## src/rtl/uart_cmd_sequencer.sv

```systemverilog
// Parses 5-byte UART command frames (header, ch, value hi/lo, xor checksum)
// into a bank of 16-bit setpoint registers with timeout and error accounting.
module uart_cmd_sequencer #(
  parameter int          NUM_CH         = 4,
  parameter logic [7:0]  HEADER         = 8'hA5,
  parameter int          TIMEOUT_CYCLES = 12000,
  parameter int          CH_W           = $clog2(NUM_CH)
) (
  input  logic                 clk,
  input  logic                 reset,
  input  logic [7:0]           rx_data,
  input  logic                 rx_rdy,
  output logic [16*NUM_CH-1:0] ch_values,
  output logic                 upd_strobe,
  output logic [CH_W-1:0]      upd_ch,
  output logic                 frame_err,
  output logic [7:0]           err_count,
  output logic                 busy
);

  localparam int TW =
    (TIMEOUT_CYCLES > 1) ? $clog2(TIMEOUT_CYCLES) : 1;
  localparam logic [TW-1:0] T_LAST = TW'(TIMEOUT_CYCLES - 1);
  localparam logic [8:0]    N_LIM  = 9'(NUM_CH);

  typedef enum logic [2:0] {
    HUNT,
    GET_CH,
    GET_VHI,
    GET_VLO,
    GET_CSUM
  } state_t;

  state_t        state;
  logic          rx_rdy_q;
  logic          accept;
  logic [7:0]    ch_byte;
  logic [7:0]    vhi;
  logic [7:0]    vlo;
  logic [7:0]    csum;
  logic [TW-1:0] tcnt;
  logic [15:0]   bank [NUM_CH];
  logic          frame_ok;
  logic          timeout;
  logic [7:0]    err_inc;

  // Rising edge of the ready level; rx_rdy_q resets high so a level
  // already asserted at reset release is not taken as a new byte.
  assign accept = rx_rdy & ~rx_rdy_q;

  assign frame_ok = (rx_data == csum)
                 && ({1'b0, ch_byte} < N_LIM);

  assign timeout = (state != HUNT)
                && (tcnt == T_LAST)
                && !accept;

  assign err_inc = (err_count == 8'hFF)
                 ? err_count
                 : err_count + 8'd1;

  for (genvar g = 0; g < NUM_CH; g++) begin : g_out
    assign ch_values[16*g +: 16] = bank[g];
  end

  always_ff @(posedge clk) begin
    if (!reset) begin
      state      <= HUNT;
      rx_rdy_q   <= 1'b1;
      ch_byte    <= '0;
      vhi        <= '0;
      vlo        <= '0;
      csum       <= '0;
      tcnt       <= '0;
      upd_strobe <= 1'b0;
      upd_ch     <= '0;
      frame_err  <= 1'b0;
      err_count  <= '0;
      busy       <= 1'b0;
      for (int i = 0; i < NUM_CH; i++) begin
        bank[i] <= '0;
      end
    end else begin
      rx_rdy_q   <= rx_rdy;
      upd_strobe <= 1'b0;
      frame_err  <= 1'b0;

      if (state == HUNT || accept || timeout) begin
        tcnt <= '0;
      end else begin
        tcnt <= tcnt + TW'(1);
      end

      if (timeout) begin
        state     <= HUNT;
        busy      <= 1'b0;
        frame_err <= 1'b1;
        err_count <= err_inc;
      end else if (accept) begin
        unique case (state)
          HUNT: begin
            if (rx_data == HEADER) begin
              state <= GET_CH;
              busy  <= 1'b1;
              csum  <= '0;
            end
          end
          GET_CH: begin
            ch_byte <= rx_data;
            csum    <= rx_data;
            state   <= GET_VHI;
          end
          GET_VHI: begin
            vhi   <= rx_data;
            csum  <= csum ^ rx_data;
            state <= GET_VLO;
          end
          GET_VLO: begin
            vlo   <= rx_data;
            csum  <= csum ^ rx_data;
            state <= GET_CSUM;
          end
          GET_CSUM: begin
            if (frame_ok) begin
              for (int i = 0; i < NUM_CH; i++) begin
                if (ch_byte == 8'(i)) begin
                  bank[i] <= {vhi, vlo};
                end
              end
              upd_ch     <= ch_byte[CH_W-1:0];
              upd_strobe <= 1'b1;
            end else begin
              frame_err <= 1'b1;
              err_count <= err_inc;
            end
            state <= HUNT;
            busy  <= 1'b0;
          end
          default: begin
            state <= HUNT;
            busy  <= 1'b0;
          end
        endcase
      end
    end
  end

endmodule

```

## config.mk

```make
export PLATFORM = sky130hd
export DESIGN_NAME = uart_cmd_sequencer
export DESIGN_NICKNAME = d
export VERILOG_FILES = /design/src/rtl/uart_cmd_sequencer.sv
export SDC_FILE = /design/constraint.sdc
export NUM_CORES = 1
export LEC_CHECK = 0
export BUFFER_PORTS_ARGS = -buffer_cell sky130_fd_sc_hd__buf_2
export CORE_UTILIZATION = 50
export CTS_CLUSTER_SIZE = 40
export DETAILED_ROUTE_END_ITERATION = 10
export PLACE_DENSITY_LB_ADDON = 0.3
export SETUP_SLACK_MARGIN = 0.3
export SYNTH_ARGS = -nofsm -noshare
export SYNTH_HDL_FRONTEND = slang
export SYNTH_SLANG_ARGS = --single-unit
```

## constraint.sdc

```tcl
create_clock -name clk -period 2.55 [get_ports clk]
set_input_delay 0.255 -clock clk [delete_from_list [all_inputs] [get_ports clk]]
set_output_delay 0.255 -clock clk [all_outputs]
set_load 0.01 [all_outputs]
```

==> flow_summary.ini, run 1 <==
[sta]
period_share = 0.845
timing.hold.ws_ns = 0.0358
hold_violations = 0
drv_slew = 0
rsz0062_at_grt = yes
final-setup-viol-count = 0
relSlewSlack = 0.589
max_freq_mhz = 464
clock_skew_ns = 0.00956
period_needed_ns = 2.16
worst_slew_pin_slew_ns = 0.614

[pwr]
total_power_mw = 4.97
p_seq_frac = 0.442
clkPwrFrac = 0.527
net-switching-power_mw = 1.02
max-vdd-ir-drop_mv = 0.436
internal-power_mw = 3.95
netSwitchingFraction = 0.205
leakagePower_nw = 2.52
pwr-share-comb = 0.031
power_density_nw_per_um2 = 761

[route]
viasPerCell = 5.19
ant_nets = 0
firstDrtPassIters = 5
drt_iter0_drc = 163
drc = 0
num_vias = 3776
drt-total-wl_mm = 10.5
wl_per_cell_microns = 14.4

[finish]
antennaDiodeCount = 0
seqCellArea_sq_um = 3180
fill_cells = 773
syn2layout_area_growth_pct = 26.2
final_cells = 727
fin_area_sq_um = 6530
drive_gt1_frac = 0.269
nNetsFinal = 594
utilization = 0.659
multi_input_area_sq_um = 1910
final_cell_mix = 87 x buf_2, 68 x and2_1, 64 x edfxtp_1
final_common_cell = buf_2

[synthesis]
synthMuxAreaShare = 0.0213
postSynth.asyncResetShare = 0
synth-xor-area-share = 0.0406
synth.avg_cell_area_sq_um = 10.9
synth.top_cells.by_area = edfxtp_1 37%, dfxtp_1 24%, and2_1 8.2%
synthCells = 473
synth_compound_area_frac = 0.0694
yosys.area.top_type_share = 0.371
ys_seq_area_frac = 0.615
syn-cell-area_sq_um = 5180
syn-num-nets = 486
synth-simple-area-share = 0.232
synth_enable_flop_cells = 64
synth_warnings = 0
synth_fa_ha_area_frac = 0.00483
synth_ff_type = edfxtp_1
ys_types = 40
synth-seq-cells = 127
yosysTopAreaCell = edfxtp_1
synth_top_family_by_area = simple AND/OR/NAND/NOR gates

[global_routing]
grt_usage = 0.202
grt-ovfl-total = 0
grt_pass1_vias = 3514
grt_max_degree = 44
grt_pass1_wl_mm = 17.1
antenna_found_initial = 0

[clock_tree]
cts_buffers = 17
h-tree-depth = 4
clk_pin_slew_worst_paths_ns = 0.06
cts_tree = built
clock_latency_ns = 0.51
cts_buffer_depth = 2
clock-sinks = 127
cts_root_buffer = clkbuf_8

[floorplan]
die_height_microns = 104
die_area_sq_um = 10800
start_util = 0.522
num_io_pins = 88
die_x_microns = 104
coreArea_sq_um = 9910
placementRows = 36

[critical_path]
crit_start = csum[2]$_SDFFE_PN0P_
crit_chain = xor2_1 -> nor4_2 -> nand4_2 -> o21ai_1 -> buf_4
endpoint = bank[3][12]$_SDFFCE_PN0P_
critPathMaxStageDelay_ns = 0.39
crit_arrival_ns = 2.36
cp.required_ns = 2.75
start_kind = register
slowest_stage = nor4_2
rr_endpoint = bank[3][12]$_SDFFCE_PN0P_
worstPathMaxFanout = 13
critPathCaptureType = register
rr_startpoint = csum[2]$_SDFFE_PN0P_
r2r_setup_slack_ns = 0.39
worstSetupPathType = reg2reg
rr_worst_depth = 5

[placed_design]
dpl.cell_count = 687
post_dp_cell_area_sq_um = 5810
gp_congestion = 0.795
io_buffers = 87
hpwl_mm = 7.13

[status]
status = completed

[worst_hold_path]
min_path_type = in2reg

[flow_run]
drv_cap = 0
==> Yosys cell counts, types with 2 or more instances <==
cell type	instances
dfxtp_1	63
nand4_1	4
and2_1	68
edfxtp_1	64
xnor2_1	13
nand2_1	34
and4_1	3
or2_2	10
nand2b_1	5
and3_1	3
o21ai_0	24
nor2b_1	2
nor2_4	3
a211oi_1	5
ha_1	2
xor2_1	11
clkbuf_1	16
nor2_1	57
or3_1	5
and4bb_2	2
mux2i_1	11
inv_1	4
nand3_1	15
a21oi_1	33
==> flip-flops by register name, indices dropped and copies added, names as in the netlist <==
| register | count |
|---|---|
| frame_err | 1 |
| vlo | 8 |
| bank | 64 |
| rx_rdy_q | 1 |
| vhi | 8 |
| upd_strobe | 1 |
| upd_ch | 2 |
| csum | 8 |
| tcnt | 14 |
| state | 3 |
| err_count | 8 |
| busy | 1 |
| ch_byte | 8 |
==> layer usage <==
layer,share of wire,track usage,routed length (microns),vias up
li1,-,-,-,1855
met1,0.45,0.254,4680,1789
met2,0.50,0.338,5230,116
met3,0.044,0.0503,465,16
met4,0.011,0.0714,112,0
met5,0,0,0,-
==> how the worst min path moves through the flow <==
stage,end,startpoint,slack [ns],depth (start not counted)
after floorplan,rx_rdy_q$_SDFF_PN1_,reset,0.33,1
after global placement,tcnt[0]$_SDFF_PP0_,tcnt[0]$_SDFF_PP0_,0.44,1
after detailed placement,ch_byte[4]$_SDFFE_PN0P_,ch_byte[4]$_SDFFE_PN0P_,0.45,2
after CTS,rx_rdy_q$_SDFF_PN1_,reset,0.005,2
after global routing,rx_rdy_q$_SDFF_PN1_,reset,0.05,2
final,rx_rdy_q$_SDFF_PN1_,reset,0.04,2
==> worst max-delay path, delay by kind of cell (launching register included) <==
family          cells  cell delay, ns
compound gates      1            0.39
xor+xnor            1            0.18
buf+inv             1            0.29
flops               1            0.34
simple gates        2            0.64
==> repair_timing <==
item	in CTS	in global routing
endpoints found under the setup margin	16	81
hold endpoints to repair	1	0
setup buffers	2	5
hold buffers	1	0
resized for setup	0	1
pin swaps	1	6
==> logic make-up (layout without fill, tap and decap cells) <==
| kind of cell | after synthesis | after routing |
|---|---|---|
| and+or+nand+nor | 220 | 220 |
| DFF | 127 | 127 |
| AOI/OAI and AO/OA | 66 | 66 |
| xor gates and xnor gates | 24 | 24 |
| buffers and inverters | 23 | 144 |
| muxes | 11 | 11 |
| adders and majority gates | 2 | 2 |
==> power groups by stage <==
stage / clock (mW) / combinational, mW / sequential, mW
after floorplan: 0 / 0.0395 / 2.27
after global placement: 0 / 0.151 / 2.24
after detailed placement: 0 / 0.152 / 2.24
after CTS: 2.65 / 0.154 / 2.20
after global routing: 2.73 / 0.164 / 2.20
final: 2.62 / 0.152 / 2.20
==> per-stage QoR <==
| stage | worst slack, ns | TNS [ns] |
|---|---|---|
| global placement | 0.275 | 0 |
| finish | 0.395 | 0 |
| CTS | 0.361 | 0 |
| floorplan | -0.134 | -6.41 |
| global route | 0.281 | 0 |
| detailed placement | 0.192 | 0 |
==> final cells by class <==
type / count / area share
Sequential cell: 127 / 0.487
Multi-Input combinational cell: 323 / 0.293
Timing Repair Buffer: 107 / 0.0925
Clock buffer: 18 / 0.0640
Clock inverter: 14 / 0.0352
Tap cell: 133 / 0.0255
Inverter: 5 / 0.00287
(Power assumes the default switching activity.)
==> run 2: changes to the inputs <==
- CORE_UTILIZATION: 50 -> 56
- clock period: 2.55 -> 2.25 ns (I/O delays scaled with it)
==> flow_summary.ini, run 2 (synthesized netlist as in run 1, its figures left out) <==
[worst_hold_path]
holdPathEnd = rx_rdy_q$_SDFF_PN1_
hold-path-cell-count = 2
min_path_type = in2reg
worstHoldStart = reset

[route]
drt_iter0_drc = 225
viasPerCell = 5.52
wl_per_cell_microns = 17.0
wl_met3_microns = 601
drc = 12
firstDrtPassIters = 11
wl_met2_mm = 6.28
drt-total-wl_mm = 12.1
ant_nets = 0
wl_met1_mm = 4.87
num_vias = 3936
maxUsedRoutingLayer = met4

[placed_design]
io_buffers = 87
dpl.cell_count = 664
hpwl_mm = 7.44
post_dp_cell_area_sq_um = 5860
gp_congestion = 0.797

[floorplan]
die_height_microns = 98.2
num_io_pins = 88
die_area_sq_um = 9630
coreArea_sq_um = 8850
die_x_microns = 98.2
placementRows = 34
start_util = 0.585

[sta]
fin_setup_tns_ns = 0
drv_slew = 0
max_freq_mhz = 487
period_share = 0.912
relSlewSlack = 0.702
worst_slew_pin_slew_ns = 0.447
clock_skew_ns = 0.00694
hold_violations = 0
period_needed_ns = 2.05
rsz0062_at_grt = yes
final-setup-viol-count = 0

[critical_path]
worstSetupPathType = reg2reg
slowest_stage = dfxtp_2
crit_chain = nor4_4 -> and4_4 -> nand4_2 -> or2_4 -> nor3_4 -> clkbuf_16 -> and2_1
crit_arrival_ns = 2.44
worstPathMaxFanout = 8
rr_endpoint = bank[0][8]$_SDFFCE_PN0P_
rr_worst_depth = 7
cp_num_buf_inv = 1
critPathMaxStageDelay_ns = 0.34
cp_top_family = simple AND/OR/NAND/NOR gates
start_kind = register
r2r_setup_slack_ns = 0.20
cp.required_ns = 2.64
critPathCaptureType = register
rr_startpoint = ch_byte[4]$_SDFFE_PN0P_

[finish]
largest_reg_flops = 64
top_regs = bank x64, tcnt x14
antennaDiodeCount = 0
drive_gt1_frac = 0.337
seqCellArea_sq_um = 3200
fin_area_sq_um = 6840
nNetsFinal = 605
top_register = bank
final_cells = 713
multi_input_area_sq_um = 2050
syn2layout_area_growth_pct = 32.0
fill_cells = 557
final_common_cell = buf_2
final_cell_mix = 87 x buf_2, 64 x edfxtp_1, 59 x and2_1

[status]
status = complete, but fails checks
violations = design-rule violations

[pwr]
max-vdd-ir-drop_mv = 0.647
power_density_nw_per_um2 = 832
leakagePower_nw = 2.64

[global_routing]
grt_max_degree = 44
grt_pass1_vias = 3884
grt_usage = 0.263
grt_pass1_wl_mm = 19.2
antenna_found_initial = 0
grt-ovfl-total = 0

[clock_tree]
h-tree-depth = 4
cts_tree = built
clk_pin_slew_worst_paths_ns = 0.06
clock_latency_ns = 0.52
cts_buffer_depth = 2
cts_buffers = 17
cts_root_buffer = clkbuf_8
clock-sinks = 127

[flow_run]
drv_cap = 0
run 2: worst max path at each step:
stage / startpoint / endpoint / depth (start not counted)
after floorplan: csum[6]$_SDFFE_PN0P_ / bank[0][6]$_SDFFCE_PN0P_ / 7
after global placement: rx_data[3] / bank[0][8]$_SDFFCE_PN0P_ / 7
after detailed placement: rx_data[3] / bank[0][7]$_SDFFCE_PN0P_ / 7
after CTS: csum[6]$_SDFFE_PN0P_ / bank[0][13]$_SDFFCE_PN0P_ / 7
after global routing: csum[6]$_SDFFE_PN0P_ / bank[0][15]$_SDFFCE_PN0P_ / 7
final: ch_byte[4]$_SDFFE_PN0P_ / bank[0][8]$_SDFFCE_PN0P_ / 7
run 2: routing by layer:
| metal | global-route usage | up-vias |
|---|---|---|
| li1 | - | 1870 |
| met2 | 0.456 | 139 |
| met4 | 0.149 | 0 |
| met5 | 0 | - |
| met3 | 0.0494 | 32 |
| met1 | 0.308 | 1895 |
run 2: power by group:
part	internal (mW)	total, mW	switching (mW)
clock network	1.94	3.00	1.06
registers	2.47	2.49	0.0166
logic	0.0753	0.200	0.125
total	4.49	5.69	1.20
run 2: final cells by class:
cell class,count,share of cell area
Inverter,5,0.00275
Multi-Input combinational cell,323,0.300
Clock buffer,18,0.0611
Tap cell,108,0.0198
Timing Repair Buffer,118,0.115
Sequential cell,127,0.467
Clock inverter,14,0.0337
run 2: per-stage QoR:
stage               power (mW)   util  hold WS, ns  worst slack, ns
finish                    5.69  0.773       0.0174            0.198
global route              5.84  0.773       0.0268            0.120
floorplan                 2.62      -        0.298            0.216
CTS                       5.71  0.749      0.00419            0.249
detailed placement        2.73  0.662        0.440            0.164
global placement          2.73  0.662        0.435            0.216
run 2: repair_timing:
item                                    4_1_cts  5_1_grt
gates cloned                                  0        1
endpoints found under the hold margin         1        0
endpoints found under the setup margin       59      160
hold buffers                                  1        0
buffers inserted                              7        8
pin swaps                                     4        9
resized for setup                             2       31
==> run 3: changes to the inputs <==
- ABC_CLOCK_PERIOD_IN_PS: default -> 2250
- CELL_PAD_IN_SITES_DETAIL_PLACEMENT: default -> 1
- CELL_PAD_IN_SITES_GLOBAL_PLACEMENT: default -> 1
- CORE_UTILIZATION: 56 -> 44
==> flow_summary.ini, run 3 (synthesized netlist as in run 1, its figures left out) <==
[clock_tree]
h-tree-depth = 4
cts_tree = built
cts_buffers = 17
cts_root_buffer = clkbuf_16
cts_buffer_depth = 2
clk_pin_slew_worst_paths_ns = 0.05
clock_latency_ns = 0.42
clock-sinks = 127

[pwr]
max-vdd-ir-drop_mv = 0.514
leakagePower_nw = 2.59
power_density_nw_per_um2 = 797
total_power_mw = 5.41

[sta]
clock_skew_ns = 0.00417
max_freq_mhz = 495
relSlewSlack = 0.608
fin_setup_tns_ns = 0
period_share = 0.898
hold_violations = 0
worst_slew_pin_slew_ns = 0.586
rsz0062_at_grt = yes
setup_ws_ns = 0.230
period_needed_ns = 2.02
drv_slew = 0
final-setup-viol-count = 0

[global_routing]
grt_pass1_vias = 4174
antenna_found_initial = 0
grt-ovfl-total = 0
grt_max_degree = 44
grt_pass1_wl_mm = 21.5
grt_usage = 0.228

[finish]
top_register = bank
drive_gt1_frac = 0.332
top_regs = bank x64, tcnt x14
utilization = 0.594
final_cell_mix = 87 x buf_2, 64 x edfxtp_1, 57 x and2_1
nNetsFinal = 603
final_common_cell = buf_2
antennaDiodeCount = 0
syn2layout_area_growth_pct = 31.1
largest_reg_flops = 64

[placed_design]
io_buffers = 87
dpl_worst_slack_ns = 0.0802
gp_congestion = 0.793
hpwl_mm = 8.86

[critical_path]
rr_startpoint = csum[6]$_SDFFE_PN0P_
crit_arrival_ns = 2.31
worstPathMaxFanout = 8
start_kind = register
rr_endpoint = bank[2][8]$_SDFFCE_PN0P_
cp.required_ns = 2.54
r2r_setup_slack_ns = 0.23
worstSetupPathType = reg2reg
rr_worst_depth = 7
critPathCaptureType = register

[route]
drc = 0
viasPerCell = 5.25
num_vias = 3914
ant_nets = 0
wl_per_cell_microns = 18.1
firstDrtPassIters = 4
drt-total-wl_mm = 13.5
drt_iter0_drc = 248

[floorplan]
die_x_microns = 110
die_area_sq_um = 12200
num_io_pins = 88
start_util = 0.453
placementRows = 39
die_height_microns = 110
coreArea_sq_um = 11400

[worst_hold_path]
holdPathEnd = rx_rdy_q$_SDFF_PN1_
min_path_type = in2reg
worstHoldStart = rx_rdy
hold-path-cell-count = 2

[flow_run]
drv_cap = 0

[status]
status = completed
## run 3: cell types whose count changed in the layout (fill, tap and decap cells not counted), moves of 2 or more
cell	delta
inv_8	-2
clkinv_4	-3
and2_1	-2
clkbuf_1	+5
inv_6	-3
bufinv_16	-2
and2_4	+2
clkinv_1	+2
## run 3: how the worst max path moves through the flow
stage,start,end,slack [ns],cells after the start
3_5_place_dp,tcnt[0]$_SDFF_PP0_,err_count[5]$_SDFFE_PN0P_,0.08,7
3_3_place_gp,tcnt[0]$_SDFF_PP0_,err_count[5]$_SDFFE_PN0P_,0.21,7
6_report,csum[6]$_SDFFE_PN0P_,bank[2][8]$_SDFFCE_PN0P_,0.23,7
2_1_floorplan,csum[6]$_SDFFE_PN0P_,bank[0][6]$_SDFFCE_PN0P_,0.22,7
4_1_cts,csum[2]$_SDFFE_PN0P_,bank[0][12]$_SDFFCE_PN0P_,0.25,6
5_1_grt,csum[6]$_SDFFE_PN0P_,bank[2][12]$_SDFFCE_PN0P_,0.21,7
## run 3: cell type report
cell class / instances / area, sq um
clock buffers: 24 / 462
clock inverters: 8 / 115
fillers: 1209 / 4630
inverters: 5 / 18.8
multi-input cells: 323 / 2060
flip-flops and latches: 127 / 3200
well taps: 143 / 179
repair buffers: 116 / 762
## run 3: through the flow
stage | hold WS, ns | std cells | area [sq um]
6_report | 0.0374 | 746 | 6790
5_1_grt | 0.0387 | 746 | 6790
4_1_cts | 0.0129 | 740 | 6620
3_5_place_dp | 0.446 | 700 | 5910
3_3_place_gp | 0.437 | 700 | 5910
2_1_floorplan | 0.298 | 473 | 5200
## run 3: worst max-delay path, stage by stage, from the launching register on
cell	delay (ns)
dfxtp_2	0.33
xor2_2	0.15
nor4_4	0.39
nand4_2	0.18
or2_4	0.34
nor2_4	0.17
clkbuf_16	0.18
and2_1	0.13
## run 3: what timing repair did
item	in CTS	in global routing
setup buffers	8	5
endpoints found under the setup margin	140	144
pin swaps	7	15
resized for setup	8	30
cloned	0	1
hold buffers	0	0
## run 3: power breakdown
group	switching, mW	internal, mW
sequential	0.0181	2.48
clock	0.955	1.76
combinational	0.129	0.0741
total	1.10	4.31
## run 3: layer usage
metal  share of wire  vias up  GRT usage  routed length, microns
li1                -     1861          -                       -
met1            0.41     1918      0.254                    5550
met2            0.52      105      0.399                    6990
met3           0.041       30     0.0604                     552
met4           0.028        0      0.118                     378
met5               0        -          0                       0
